File: config.mk
export PLATFORM = sky130hd
export DESIGN_NAME = qpu_exu_decode_q
export DESIGN_NICKNAME = d
export VERILOG_FILES = /design/src/rtl/qpu_exu_decode_q.sv
export SDC_FILE = /design/constraint.sdc
export NUM_CORES = 1
export LEC_CHECK = 0
export CAP_MARGIN = 20
export CORE_MARGIN = 4
export CORE_UTILIZATION = 45
export CTS_CLUSTER_SIZE = 20
export DETAILED_ROUTE_END_ITERATION = 10
export GPL_TIMING_DRIVEN = 0
export PLACE_DENSITY = 0.67
export SLEW_MARGIN = 40
export SYNTH_ARGS = -nofsm -noshare
export SYNTH_HDL_FRONTEND = slang
export SYNTH_SLANG_ARGS = --single-unit
File: constraint.sdc
create_clock -name clk -period 3.8 [get_ports clk]
set_input_delay 0.95 -clock clk [delete_from_list [all_inputs] [get_ports clk]]
set_output_delay 0.95 -clock clk [all_outputs]
set_load 0.1 [all_outputs]
File: src/rtl/qpu_exu_decode_q.sv
// qpu_exu_decode_q: queued decode stage with timepoint tagging and measurement-hazard stall
module qpu_exu_decode_q #(
    parameter int INSTR_W = 32,
    parameter int PC_W    = 32,
    parameter int DEPTH   = 4,
    parameter int TP_W    = 8,
    parameter int MEAS_W  = 3
) (
    input  logic                     clk,
    input  logic                     rst,
    input  logic                     i_valid,
    output logic                     i_ready,
    input  logic [INSTR_W-1:0]       i_instr,
    input  logic [PC_W-1:0]          i_pc,
    input  logic                     i_prdt_taken,
    input  logic                     flush,
    input  logic                     meas_done,
    output logic                     o_valid,
    input  logic                     o_ready,
    output logic [INSTR_W-1:0]       o_instr,
    output logic [PC_W-1:0]          o_pc,
    output logic                     o_prdt_taken,
    output logic                     o_new_timepoint,
    output logic                     o_measure,
    output logic                     o_fmr,
    output logic [TP_W-1:0]          o_tp_id,
    output logic [MEAS_W-1:0]        o_meas_pending,
    output logic [$clog2(DEPTH):0]   o_count,
    output logic                     o_meas_underflow
);
    localparam int AW = $clog2(DEPTH);

    logic [INSTR_W-1:0] mem_instr [DEPTH];
    logic [PC_W-1:0]    mem_pc    [DEPTH];
    logic [DEPTH-1:0]   mem_pt;
    logic [AW-1:0]      rd_ptr, wr_ptr;
    logic [AW:0]        count;
    logic [TP_W-1:0]    tp;
    logic [MEAS_W-1:0]  pending;
    logic               underflow, enq, deq, blocked, meas_inc;

    assign o_instr      = mem_instr[rd_ptr];
    assign o_pc         = mem_pc[rd_ptr];
    assign o_prdt_taken = mem_pt[rd_ptr];

    assign o_measure       = o_instr[0] & (o_instr[9:1] == 9'h1FF);
    assign o_fmr           = ~o_instr[0] & (o_instr[4:1] == 4'b1110);
    assign o_new_timepoint = (~o_instr[0] & (o_instr[4:1] == 4'b1010)) | (o_instr[0] & (|o_instr[31:29]));
    assign o_tp_id         = tp + TP_W'(o_new_timepoint);

    assign blocked = (o_fmr & (pending != '0)) | (o_measure & (&pending));
    assign o_valid = (count != '0) & ~blocked & ~flush;
    assign i_ready = (count < (AW+1)'(DEPTH)) & ~flush;
    assign enq     = i_valid & i_ready;
    assign deq     = o_valid & o_ready;
    assign meas_inc = deq & o_measure;

    assign o_count          = count;
    assign o_meas_pending   = pending;
    assign o_meas_underflow = underflow;

    // circular buffer storage, pointers and occupancy; flush empties it without touching storage
    always_ff @(posedge clk) begin
        if (rst) begin
            rd_ptr <= '0;
            wr_ptr <= '0;
            count  <= '0;
            mem_pt <= '0;
            for (int i = 0; i < DEPTH; i++) begin
                mem_instr[i] <= '0;
                mem_pc[i]    <= '0;
            end
        end else if (flush) begin
            rd_ptr <= '0;
            wr_ptr <= '0;
            count  <= '0;
        end else begin
            if (enq) begin
                mem_instr[wr_ptr] <= i_instr;
                mem_pc[wr_ptr]    <= i_pc;
                mem_pt[wr_ptr]    <= i_prdt_taken;
                wr_ptr            <= wr_ptr + AW'(1);
            end
            if (deq)
                rd_ptr <= rd_ptr + AW'(1);
            count <= (enq & ~deq) ? count + (AW+1)'(1) :
                     (deq & ~enq) ? count - (AW+1)'(1) : count;
        end
    end

    // outstanding-measurement counter; a return with nothing outstanding latches the error flag
    always_ff @(posedge clk) begin
        if (rst) begin
            pending   <= '0;
            underflow <= 1'b0;
        end else if (meas_inc & ~meas_done) begin
            pending <= pending + MEAS_W'(1);
        end else if (meas_done & ~meas_inc) begin
            if (pending == '0)
                underflow <= 1'b1;
            else
                pending <= pending - MEAS_W'(1);
        end
    end

    // current timepoint advances when a timepoint-opening entry is dispatched
    always_ff @(posedge clk) begin
        if (rst)
            tp <= '0;
        else if (deq & o_new_timepoint)
            tp <= o_tp_id;
    end
endmodule

# ---- Word level (Yosys, flattened, before mapping)
# Memory sizes are Yosys's and may differ from the RTL's. A register that Yosys moved wholly into a read port is not among the register bits.
# Cells that the tools add are included.
dict set report classes {
  addsub 7
  n_lt_le_gt_ge 4
  eq_ne 4
  n_mux 26
  n_bitwise 27
  reduce_logical 14
}
# operator n
set op_table {}
lappend op_table {{2-to-1 mux 32 bit} 2}
lappend op_table {{OR reduction 32 bit} 2}
lappend op_table {{bitwise AND 1 bit} 17}
lappend op_table {{2-to-1 mux 3 bit} 5}
lappend op_table {{2-to-1 mux 2 bit} 6}
lappend op_table {{2-to-1 mux 1 bit} 10}
lappend op_table {{== test 9 bit, second input constant} 1}
lappend op_table {{adder 8 x 1 -> 8 bit} 1}
lappend op_table {{== test 4 bit, second input constant} 2}
lappend op_table {{NOT 1 bit} 8}
lappend op_table {{adder 3 x 1 -> 3 bit, second input constant} 2}
lappend op_table {{less-than comparator 2 x 3 -> 1 bit, second input constant} 2}
lappend op_table {{AND reduction 3 bit} 2}
lappend op_table {{nonzero test 3 bit} 2}
lappend op_table {{subtractor 3 x 1 -> 3 bit, second input constant} 2}
lappend op_table {{adder 2 x 1 -> 2 bit, second input constant} 2}
lappend op_table {{bitwise mux 4 bit} 1}
lappend op_table {{AND reduction 2 bit} 2}
lappend op_table {{nonzero test 2 bit} 2}
lappend op_table {{logical NOT 3 bit} 1}
lappend op_table {{less-than comparator 3 bit, second input constant} 1}
lappend op_table {{OR reduction 3 bit} 1}
lappend op_table {{binary-select mux 1 bit (select 2 bit)} 1}
lappend op_table {{demux 1 bit (select 2 bit)} 1}
lappend op_table {{other kinds (5)} 6}
dict set report totals {
  ff_bits 23
  ramBits 256
  input_bits 71
  out_inout_bits 85
  word_cells 91
  memories 2
}
# memory words width rd rd_ports_with_merged_regs write_ports line
set memory_table {}
lappend memory_table {mem_instr 4 32 1 1 4 33} ;# logic [INSTR_W-1:0] mem_instr [DEPTH];
lappend memory_table {mem_pc 4 32 1 1 4 34} ;# logic [PC_W-1:0] mem_pc [DEPTH];

# ---- Longest topological paths before layout
dict set report depth {
  ltp_word 13
  mapped_depth 13
  ltp_nobuf 11
}

# ---- Least setup slack after synthesis
# No wires, ideal clock.
dict set report synth_path {
  kind {register -> output}
  from {register (tool-made name)}
  to {output o_tp_id[6]}
  arrival_ns 5.105
  slack_ns -2.255
  path_stages_with_launch 11
  cell_sequence {dfxtp_1 > buf_6 > mux4_1 > or4b_1 > o21ai_2 > inv_1 > ha_1 > ha_1 > and3_1 > and3_1 > xor2_1}
}
# item line
set synth_rtl {}
lappend synth_rtl {{end, declared} 26} ;# output logic [TP_W-1:0] o_tp_id,

==> impl_metrics.yaml <==
status:
  status: "finished with violations"
  violations: "setup timing"
routing:
  ant_nets: 0
  via_count: 7085
  first_iter_violations: 386
  wl_mm: 27.9
  drc: 0
  via_per_inst: 5.03
  first_pass_iters: 4
  wire_per_inst_microns: 19.8
place:
  io_buffers: 155
  place_ws_ns: -0.462
  gp_congestion: 0.769
  dp_hpwl_mm: 18.2
clocking:
  cts.sinks: 281
  cts_tree: "done"
  cts_root_buf: "clkbuf_16"
  cts_max_level: 1
  clkLatencyLatePin_ns: 0.57
  cts_buffers: 31
  clk_pin_slew_ns: 0.06
  postCtsHoldBufs: 0
  clockBufferDepth: 3
synthesis:
  synthAdderAreaFrac_pct: 1.22
  ys_seq_area_share_pct: 65.6
  synth_ff_type: "edfxtp_1"
  synthSimpleGateAreaFrac_pct: 16.6
  ys_ff_latch: 281
  synth_edf_count: 256
  synth_top_family_by_area: "simple AND/OR/NAND/NOR gates"
  ys_types: 43
  syn_area_per_cell_sq_um: 15.7
  yosysWarningCount: 0
  synth_compound_area_share_pct: 1.09
  synthXorXnorAreaFrac_pct: 0.632
  synth_mux_area_share_pct: 12.9
  synth.net_count: 879
  synthCells: 797
  syn_area_sq_um: 12500
  async_flop_share_pct: 0
timing:
  setup_tns_ns: -2.77
  hold_viol_final: 0
  fin_worst_skew_ns: 0.0158
  period_minus_slack_ns: 4.34
  finalSetupViolCount: 7
  hold_ws_ns: 0.459
  slew-limit-headroom_pct: 50.5
  fmax_mhz: 230
  worstMarginPinSlew_ns: 0.742
  rsz0062_at_grt: "true"
  post-route-period-util_pct: 114
  setup_slack_ns: -0.542
  maxSlewViolCount: 0
setup_path:
  critPathCapture: "o_tp_id[6]"
  cp-start-kind: "register"
  path_class: "reg2out"
  ff2ff_setup_slack_ns: 0.27
  crit_fanout: 6
  r2r_cells: 14
  timing.rr.end: "o_meas_pending[2]"
  crit_arrival_ns: 3.39
  crit_required_ns: 2.85
  crit_path_end_kind: "primary output"
power:
  ir_worst_vdd_v: 0.000372
  powerDensity_nw_per_um2: 479
  p_leak_nw: 5.86
  power.total_mw: 7.52
die:
  num_rows: 60
  die_w_microns: 175
  fp.coreArea_sq_um: 27100
  die_y_microns: 175
  pin_count: 156
  initial_core_util_pct: 46.0
  die-area_sq_um: 30500
global_routing:
  grt_pass1_wl_mm: 43.8
  grt_overflow_total: 0
  grt_pass1_vias: 7660
  grt_start_max_net_pins: 31
  grt_usage_pct: 18.5
  grt_antenna_before_repair: 2
finish:
  fin_nets: 1093
  final_cell_mix: "and2_1, edfxtp_1, buf_2"
  drive_gt1_share_pct: 25.2
  area.growth.synth_to_final_pct: 25.9
  nFillCells: 2189
  final_common_cell: "and2_1"
worst_hold_path:
  min-delay-start: "mem_pt[0]"
  hold_class: "reg2reg"
flow_run:
  drv_cap: 0
[Yosys cell counts (2+ instances only)]
master / instances / share of area [%]
and2_1: 257 / 13
edfxtp_1: 256 / 62
mux4_2: 57 / 10
clkbuf_1: 35 / 1.1
dfxtp_1: 25 / 4.0
nor2_1: 17 / 0.51
a21oi_1: 14 / 0.56
inv_1: 11 / 0.33
nand2_1: 11 / 0.33
buf_1: 9 / 0.27
ha_1: 9 / 0.90
mux4_1: 8 / 1.7
nor2b_1: 8 / 0.40
nor3_1: 8 / 0.32
nand3_1: 7 / 0.28
xor2_1: 7 / 0.49
and3_1: 5 / 0.25
nand2b_1: 5 / 0.25
mux2i_1: 4 / 0.32
or2_2: 4 / 0.20
and4b_1: 3 / 0.24
mux2_2: 3 / 0.27
mux2_4: 3 / 0.36
nor4_1: 3 / 0.15
o21ai_0: 3 / 0.12
buf_2: 2 / 0.080
buf_6: 2 / 0.18
fa_1: 2 / 0.32
nand4_1: 2 / 0.10
or3_1: 2 / 0.10
or4_1: 2 / 0.12
xnor2_1: 2 / 0.14
[critical path, cell delays in order (launching register included)]
cell and delay, ns:
dfxtp_2 0.34, buf_12 0.12, mux4_2 0.50, or4b_4 0.57
o21ai_4 0.10, clkinvlp_4 0.14, ha_4 0.18, ha_4 0.15
and3_4 0.17, and3_4 0.20, xor2_4 0.15, buf_12 0.19
[worst min path at each step]
stage / cells after the start / end / slack (ns)
finish: 2 / mem_pt[0] / 0.46
global route: 2 / mem_pt[0] / 0.47
CTS: 2 / mem_pt[0] / 0.46
detailed placement: 2 / mem_pt[0] / 0.45
global placement: 2 / mem_pt[2] / 0.44
floorplan: 2 / mem_pt[2] / 0.43
[layout make-up]
cell class	count	area [sq um]	area share (%)
timing repair buffer	181	1560	9.90
antenna	2	5.00	0.0319
sequential	281	8190	52.1
multi-input combinational	457	4240	27.0
tap	372	465	2.96
clock buffer	34	787	5.01
inverter	11	45.0	0.287
clock inverter	22	196	1.25
buffer	48	223	1.42
[what timing repair did]
| action | in CTS | in global routing |
|---|---|---|
| pin swaps | 4 | 2 |
| setup buffers | 13 | 6 |
| endpoints found under the hold margin | 0 | 0 |
| setup endpoints to repair | 42 | 25 |
| gates cloned | 0 | 0 |
| gates resized for setup | 39 | 6 |
[power by group]
part / internal [mW] / total, mW / switching [mW] / leakage (nW)
sequential: 3.52 / 3.58 / 0.0551 / 2.84
clock: 1.69 / 2.90 / 1.20 / 0.488
combinational: 0.277 / 1.05 / 0.771 / 2.53
total: 5.49 / 7.52 / 2.03 / 5.86
[registers in the layout, indices dropped and copies added (netlist names), named ones only]
signal and flops:
tp 8, mem_pt 4, mem_instr 128, rd_ptr 2
o_count 3, o_meas_underflow 1, wr_ptr 2, o_meas_pending 3
mem_pc 128
[kinds of logic after synthesis]
family                   Yosys count
AO/OA/AOI/OAI                     23
buffers and inverters             59
AND/OR/NAND/NOR                  339
XOR/XNOR                           9
flip-flops                       281
multiplexers                      75
adder cells (fa/ha/maj)           11
[stage by stage]
stage	cell area (sq um)	cells	util [%]
floorplan	12700	797	-
global route	15700	1407	58.0
finish	15700	1408	58.0
CTS	15700	1401	57.8
detailed placement	14400	1332	53.2
global placement	14700	1324	54.2
[layer usage]
metal	up-vias	track usage (%)	routed length (microns)	part of all wire [%]
li1	3357	-	-	-
met1	3521	24.4	11800	42
met2	168	32.3	14100	51
met3	37	3.39	1410	5.0
met4	2	3.67	514	1.8
met5	-	0	12	0.043
Power figures use the tool's default switching activity.
